## config.mk

```make
export PLATFORM = sky130hd
export DESIGN_NAME = pipe_idex_stage
export DESIGN_NICKNAME = d
export VERILOG_FILES = /design/src/rtl/pipe_pkg.sv /design/src/rtl/pipe_fwd_mux.sv /design/src/rtl/pipe_idex_stage.sv
export SDC_FILE = /design/constraint.sdc
export NUM_CORES = 1
export LEC_CHECK = 0
export BUFFER_PORTS_ARGS = -buffer_cell sky130_fd_sc_hd__buf_4
export CORE_AREA = 4 4 167 169
export DETAILED_ROUTE_END_ITERATION = 7
export DIE_AREA = 0 0 171 173
export GPL_ROUTABILITY_DRIVEN = 0
export PLACE_DENSITY = 0.66
export SYNTH_ARGS = -nofsm -noshare
export SYNTH_HDL_FRONTEND = slang
export SYNTH_SLANG_ARGS = --single-unit
```

## constraint.sdc

```tcl
create_clock -name clock -period 1 [get_ports clock]
set_clock_uncertainty 0.15 [all_clocks]
set_input_delay 0.15 -clock clock [delete_from_list [all_inputs] [get_ports clock]]
set_output_delay 0.15 -clock clock [all_outputs]
set_load 0.005 [all_outputs]
```

## src/rtl/pipe_pkg.sv

```systemverilog
// Shared definitions for the ID/EX pipeline boundary: forward-select codes,
// the link register number and the ALU operation code width.
package pipe_pkg;

  // Operand source selected by the control unit's dependency codes
  localparam logic [1:0] FWD_RF  = 2'b00;  // register-file read data
  localparam logic [1:0] FWD_EXE = 2'b01;  // ALU result currently in EX
  localparam logic [1:0] FWD_MEM = 2'b10;  // ALU result currently in MEM
  localparam logic [1:0] FWD_MMO = 2'b11;  // load data currently in MEM

  // jal writes its return address here
  localparam logic [4:0] REG_RA = 5'd31;

  // Width of the ALU operation code
  localparam int ALUC_W = 5;

endpackage

```

## src/rtl/pipe_fwd_mux.sv

```systemverilog
// 4:1 operand selector driven by a forward-select code.
module pipe_fwd_mux
  import pipe_pkg::*;
#(
  parameter int DW = 32
) (
  input  logic [1:0]    sel,
  input  logic [DW-1:0] rf,
  input  logic [DW-1:0] exe,
  input  logic [DW-1:0] mem,
  input  logic [DW-1:0] mmo,
  output logic [DW-1:0] y
);

  // Pick the freshest copy of the operand named by sel
  always_comb begin
    y = rf;
    case (sel)
      FWD_RF:  y = rf;
      FWD_EXE: y = exe;
      FWD_MEM: y = mem;
      FWD_MMO: y = mmo;
      default: y = rf;
    endcase
  end

endmodule

```

## src/rtl/pipe_idex_stage.sv

```systemverilog
// ID/EX pipeline register. Resolves forwarded operands, latches decoded
// controls into EX, and loads a bubble on a load-use hazard or an EX flush.
// The stage never holds: every edge loads either the ID instruction or a
// bubble. A bubble clears ewreg and ern so it never looks like a producer
// to the control unit's hazard logic.
// Optional build macro PIPE_STALL_CNT_EN adds saturating stall_cnt and
// flush_cnt event counters.
module pipe_idex_stage
  import pipe_pkg::*;
#(
  parameter int DW = 32,
  parameter int RW = 5
) (
  input  logic              clock,
  input  logic              resetn,
  input  logic              wreg,
  input  logic              m2reg,
  input  logic              wmem,
  input  logic              regrt,
  input  logic              sext,
  input  logic              jal,
  input  logic              j,
  input  logic              beq,
  input  logic              bne,
  input  logic [ALUC_W-1:0] aluc,
  input  logic              load_depen,
  input  logic [1:0]        a_depen,
  input  logic [1:0]        b_depen,
  input  logic [1:0]        store_depen,
  input  logic              flush,
  input  logic [DW-1:0]     qa,
  input  logic [DW-1:0]     qb,
  input  logic [DW-1:0]     ealu,
  input  logic [DW-1:0]     malu,
  input  logic [DW-1:0]     mmo,
  input  logic [DW-1:0]     imm,
  input  logic [DW-1:0]     pc4,
  input  logic [RW-1:0]     rd,
  input  logic [RW-1:0]     rt,
  output logic              stall_n,
  output logic              ewreg,
  output logic              em2reg,
  output logic              ewmem,
  output logic              ejal,
  output logic              ealuimm,
  output logic [ALUC_W-1:0] ealuc,
  output logic [RW-1:0]     ern,
  output logic [DW-1:0]     ea,
  output logic [DW-1:0]     eb,
  output logic [DW-1:0]     estore,
  output logic [DW-1:0]     eimm,
  output logic [DW-1:0]     epc4,
  output logic              ex_is_uncond,
  output logic              ex_is_cond,
`ifdef PIPE_STALL_CNT_EN
  output logic [31:0]       stall_cnt,
  output logic [31:0]       flush_cnt,
`endif
  output logic              evalid
);

  logic [DW-1:0] fwd_a;
  logic [DW-1:0] fwd_b;
  logic [DW-1:0] fwd_s;
  logic          bubble;
  logic          aluimm_id;
  logic [RW-1:0] rn_id;

  // The immediate is already extended upstream, so sext has no use here
  logic unused_sext;
  assign unused_sext = sext;

  pipe_fwd_mux #(.DW(DW)) u_fwd_a (
    .sel(a_depen), .rf(qa), .exe(ealu), .mem(malu), .mmo(mmo), .y(fwd_a)
  );

  pipe_fwd_mux #(.DW(DW)) u_fwd_b (
    .sel(b_depen), .rf(qb), .exe(ealu), .mem(malu), .mmo(mmo), .y(fwd_b)
  );

  // Store data has its own select so sw can use the immediate on B while
  // still forwarding the value being stored
  pipe_fwd_mux #(.DW(DW)) u_fwd_s (
    .sel(store_depen), .rf(qb), .exe(ealu), .mem(malu), .mmo(mmo), .y(fwd_s)
  );

  // Flush kills the ID instruction, so a concurrent load-use hazard is moot
  // and must not freeze the front end; reset also releases the stall
  always_comb begin
    bubble    = load_depen | flush;
    stall_n   = ~(load_depen & ~flush) | ~resetn;
    aluimm_id = regrt & ~jal;
    rn_id     = rd;
    if (jal)        rn_id = RW'(REG_RA);
    else if (regrt) rn_id = rt;
  end

  // ID/EX register: load the instruction or an all-zero bubble every edge
  always_ff @(posedge clock or negedge resetn) begin
    if (!resetn) begin
      ewreg        <= 1'b0;
      em2reg       <= 1'b0;
      ewmem        <= 1'b0;
      ejal         <= 1'b0;
      ealuimm      <= 1'b0;
      ealuc        <= '0;
      ern          <= '0;
      ea           <= '0;
      eb           <= '0;
      estore       <= '0;
      eimm         <= '0;
      epc4         <= '0;
      ex_is_uncond <= 1'b0;
      ex_is_cond   <= 1'b0;
      evalid       <= 1'b0;
    end else if (bubble) begin
      ewreg        <= 1'b0;
      em2reg       <= 1'b0;
      ewmem        <= 1'b0;
      ejal         <= 1'b0;
      ealuimm      <= 1'b0;
      ealuc        <= '0;
      ern          <= '0;
      ea           <= '0;
      eb           <= '0;
      estore       <= '0;
      eimm         <= '0;
      epc4         <= '0;
      ex_is_uncond <= 1'b0;
      ex_is_cond   <= 1'b0;
      evalid       <= 1'b0;
    end else begin
      ewreg        <= wreg;
      em2reg       <= m2reg;
      ewmem        <= wmem;
      ejal         <= jal;
      ealuimm      <= aluimm_id;
      ealuc        <= aluc;
      ern          <= rn_id;
      ea           <= fwd_a;
      eb           <= aluimm_id ? imm : fwd_b;
      estore       <= fwd_s;
      eimm         <= imm;
      epc4         <= pc4;
      ex_is_uncond <= j | jal;
      ex_is_cond   <= beq | bne;
      evalid       <= 1'b1;
    end
  end

`ifdef PIPE_STALL_CNT_EN
  // Saturating counts of load-use stall edges and flush edges
  always_ff @(posedge clock or negedge resetn) begin
    if (!resetn) begin
      stall_cnt <= '0;
      flush_cnt <= '0;
    end else begin
      if (load_depen && !flush && stall_cnt != 32'hFFFF_FFFF)
        stall_cnt <= stall_cnt + 32'd1;
      if (flush && flush_cnt != 32'hFFFF_FFFF)
        flush_cnt <= flush_cnt + 32'd1;
    end
  end
`endif

endmodule

```

Yosys cells after proc, flatten, opt, wreduce, memory -nomap -nowiden
Index checks and enable logic that the tools add are counted.
Cells by class
  multipliers: 0
  divide/modulo/power cells: 0
  equality and inequality tests: 9
  add/sub/neg operators: 0
  mux-type cells: 21
  bitwise gates (word level): 10
  reductions and logical operators: 3
  shift-type cells: 0
  magnitude comparators: 0
Operators by type and width (number)
  $pmux 32 s4: 3
  $mux 32: 6
  $mux 5: 4
  $eq 2x2->1 const B: 6
  $mux 1: 8
  $eq 2x1->1 const B: 3
  $logic_not 2->1: 3
  $not 1->1: 4
  $or 1x1->1: 4
  $and 1x1->1: 2
Storage, ports and cells
  memory bits (writable): 0
  word-level logic and storage cells: 58
  output and inout bits: 179
  register bits: 178
  latch bits: 0
  memory bits (read-only): 0
  memories kept: 0
  input bits: 258

Longest topological paths before layout
  depth after elaboration: 4
  gate-level depth with buffers: 6
  depth with buffers taken out: 3

Modules after synthesis
Synthesis repeated with hierarchy kept, for this count alone.
Second synthesis, totals
  cell total of the unflattened synthesis: 583
  area total of the unflattened synthesis: 8528.2 µm²
By module, submodules not included
  pipe_idex_stage: area an instance 6084.6 µm², cells an instance 466, instances 1
  pipe_fwd_mux: area an instance 814.5 µm², cells an instance 39, instances 3

Least setup slack after synthesis
No wires, ideal clock.
  kind: input to register
  start: input b_depen[0]
  end: register eb[10]
  cell stages on the path: 5
  path slack: -0.322 ns
  arrival time: 1.036 ns
  data required time: 0.714 ns
  buffers on the path: 2
  library setup time: 0.136 ns
  cell sequence: buf_6 -> buf_6 -> mux4_2 -> nand2_1 -> a21oi_1
On the way
  longest elaborated chain between the ends: 4
RTL lines
  from (decl): RTL line pipe_idex_stage.sv:28  | input logic [1:0] b_depen,
  $eq 2x2->1, or another cell as far along: RTL line pipe_fwd_mux.sv:18  | case (sel)
  $pmux 32 s4 *: RTL line pipe_fwd_mux.sv:18
  $mux 32 *: RTL line pipe_idex_stage.sv:141  | eb <= aluimm_id ? imm : fwd_b;
  $mux 32 *: RTL line pipe_idex_stage.sv:116  | end else if (bubble) begin
  to (signal assigned): RTL line pipe_idex_stage.sv:141
  to (decl): RTL line pipe_idex_stage.sv:49  | output logic [DW-1:0] eb,
Mark *: on every way between the ends. The rest lies on a longest branch, timed or not.

Worst setup path in the final report
  start: register eimm[11]
  end: output eimm[11]
RTL lines
  from (decl): RTL line pipe_idex_stage.sv:51  | output logic [DW-1:0] eimm,
  from (signal assigned): RTL line pipe_idex_stage.sv:143  | eimm <= imm;
No word-level cell between the ends.

==> reports/results.ini <==
[run_status]
outcome = complete, but fails checks
violated_checks = negative hold slack, negative setup slack

[timing]
postLayoutSetupSlackWorst_ns = -0.290
min_period_over_period_pct = 129
maxSlewHeadroom_pct = 68.9
finalCriticalPeriod_ns = 1.29
grt_setup_unrepaired = yes
slew_viol_final = 0
max_clock_freq_mhz = 775
max_slew.worst_pin.slew_ns = 0.465
timing_hold_violations_final = 15
worst_hold_slack_ns = -0.0535
finalSetupViolations = 352

[power_and_ir_drop]
cellInternalPower_mw = 13.5
post-layout-total-power_mw = 18.8
netSwitchingFraction_pct = 27.8
combinational_power_share_pct = 21.6
power.share.clock_pct = 37.4
seqPwrFrac_pct = 41.0
p_leak_nw = 7.01
cellPowerDensity_mw_per_mm2 = 1280
vdd.ir_drop.worst_mv = 0.811
power.net_switching_mw = 5.22

[die]
placeable_core_area_mm2 = 0.0266
fp-row-count = 60
die-width_um = 171
initial_utilization_pct = 31.6
floorplan.die_area_mm2 = 0.0296
chipHeight_um = 173
number_of_top_level_design_ports = 437

[yosys]
post_synth_instance_area_mm2 = 0.00841
post_synthesis_net_count = 843
post_synth_num_cell_types = 19
synth-warning-count = 0
synth_register_bits = 178
syn_area_per_cell_um2 = 14.4
synth_instances = 585
seq_area_frac_synth_pct = 53.0

[placed_design]
dpl.hpwl_um = 23300
dp_slack_ns = -0.497
numPortBuffers = 435

[worst_setup_path]
crit_type = reg -> out
critical_path.slowest_cell = dfrtp_1
worst_path_largest_cell_delay_ns = 0.43
critical_path_required_time_ns = 0.70
critical_path_arrival_ns = 0.99
critical_path.startpoint_type = flop
cp_cell_sequence = buf_6
crit_start = eimm[11]
cp-end-kind = primary output
critPathTopFamily = flip-flops
timing.critical_path.buf_inv = 1
critPathMaxFanout = 1
path_depth = 1

[clocking]
cts_buffer_depth = 2
cts_made_buffers = 17
tritoncts_num_sinks = 178
clk_root_buffer_cell = clkbuf_16
cts.reportedPaths.clkPinSlew_ns = 0.08
clock_tree_from_tritoncts = yes
h-tree-depth = 4

[min_path]
worstHoldPathCells = 4
holdCritStartpoint = rd[2]
min-delay-path-class = in -> reg

[route]
drt_iter0_markers = 443
routed_wire_length_per_instance_um = 22.7
remaining_antenna_violation_count = 0
drtPass1Iterations = 5
route.detailed.vias_per_inst = 4.93
routed_wirelength_um = 33400
drc = 0
detailroute.via_count = 7252

[grt]
grt_overflow_total = 0
grt_start_max_net_pins = 77
first_pass_grt_wire_length_um = 49100
initial_antenna_violation_count = 1
grt_pass1_vias = 7986
grt_use_total_pct = 21.8

[finish]
area_overhead_vs_synth_pct = 74.5
mostFrequentLayoutCell = buf_4
sequential_cell_area_mm2 = 0.00445
multiInputGateArea_mm2 = 0.00361
fraction_of_layout_cells_with_a_size_suffix_above_1_pct = 55.2
final.fill_count = 2164
most-common-layout-cells = buf_4, buf_6, dfrtp_1
design.final.nets = 1375

[flow_run]
cap_viol_max_count = 0

-- sequential cells by signal, summed over array words and instances, names as in the netlist, 5 cells and up --
signal and flops:
epc4 32, ea 32, ealuc 5, ern 5, eimm 32, estore 32
eb 32
-- cells in the mapped netlist (all sizes together) --
| library cell | instances | area share [%] |
|---|---|---|
| a211oi | 5 | 0.45 |
| clkbuf | 17 | 0.86 |
| mux4 | 96 | 26 |
| or2 | 1 | 0.074 |
| dfrtp | 178 | 53 |
| nand2 | 64 | 2.9 |
| inv | 1 | 0.045 |
| nor2b | 6 | 0.45 |
| nand2b | 1 | 0.074 |
| and2 | 137 | 10 |
| a21oi | 32 | 1.9 |
| nand3b | 1 | 0.089 |
| nor2 | 10 | 0.45 |
| buf | 36 | 3.7 |
-- per-layer routing --
layer  up-vias  track usage, %  share of wire, %
li1       3120               -                 -
met1      3678            27.2                38
met2       406            37.5                51
met3        48            5.10               8.2
met4         0            6.73               2.6
met5         -               0                 0
-- final cells by class --
type | instances | share of cell area [%]
Timing Repair Buffer | 566 | 37.8
Tap cell | 341 | 2.91
Inverter | 1 | 0.0597
Clock buffer | 18 | 2.99
Multi-Input combinational cell | 353 | 24.6
Sequential cell | 178 | 30.4
Clock inverter | 14 | 1.21
Antenna cell | 1 | 0.0171
-- power by group through the flow --
| stage | Combinational, mW | Clock [mW] | Sequential, mW |
|---|---|---|---|
| after global placement | 3.37 | 0 | 7.76 |
| after detailed placement | 3.41 | 0 | 7.77 |
| final | 4.05 | 7.01 | 7.69 |
| after CTS | 3.97 | 7.16 | 7.69 |
| after floorplan | 1.38 | 0 | 7.80 |
| after global routing | 4.33 | 7.49 | 7.72 |
-- stage by stage --
| stage | utilization (%) | setup TNS (ns) | cells | instance area [um2] |
|---|---|---|---|---|
| final | 55.2 | -48.43 | 1472 | 14700 |
| after global routing | 55.2 | -63.57 | 1472 | 14700 |
| after CTS | 54.6 | -49.17 | 1467 | 14500 |
| after detailed placement | 46.1 | -72.06 | 1346 | 12300 |
| after global placement | 46.1 | -69.90 | 1346 | 12300 |
| after floorplan | - | -34.11 | 585 | 8560 |
-- cell families (layout without fill, tap and decap cells) --
family | count (synthesis) | count (layout) | share of synthesized area [%]
flops | 178 | 178 | 53.0
simple gates | 220 | 220 | 14.2
compound gates | 37 | 37 | 2.35
buf+inv | 54 | 599 | 4.60
mux | 96 | 96 | 25.9
other cells | 0 | 1 | 0
-- worst paths after layout --
check,to
worst min-delay path,ern[2]
max in group asynchronous,estore[11]
worst max-delay path,eimm[11]
min in group asynchronous,epc4[28]
-- what timing repair did --
action                     4_1_cts  5_1_grt
hold endpoints to repair       338      207
gates cloned                     4        3
hold buffers                    81        2
setup buffers                    4        0
gates resized for setup        189       22
setup endpoints to repair      200      274
pin swaps                        0        3
Power figures use the tool's default switching activity.
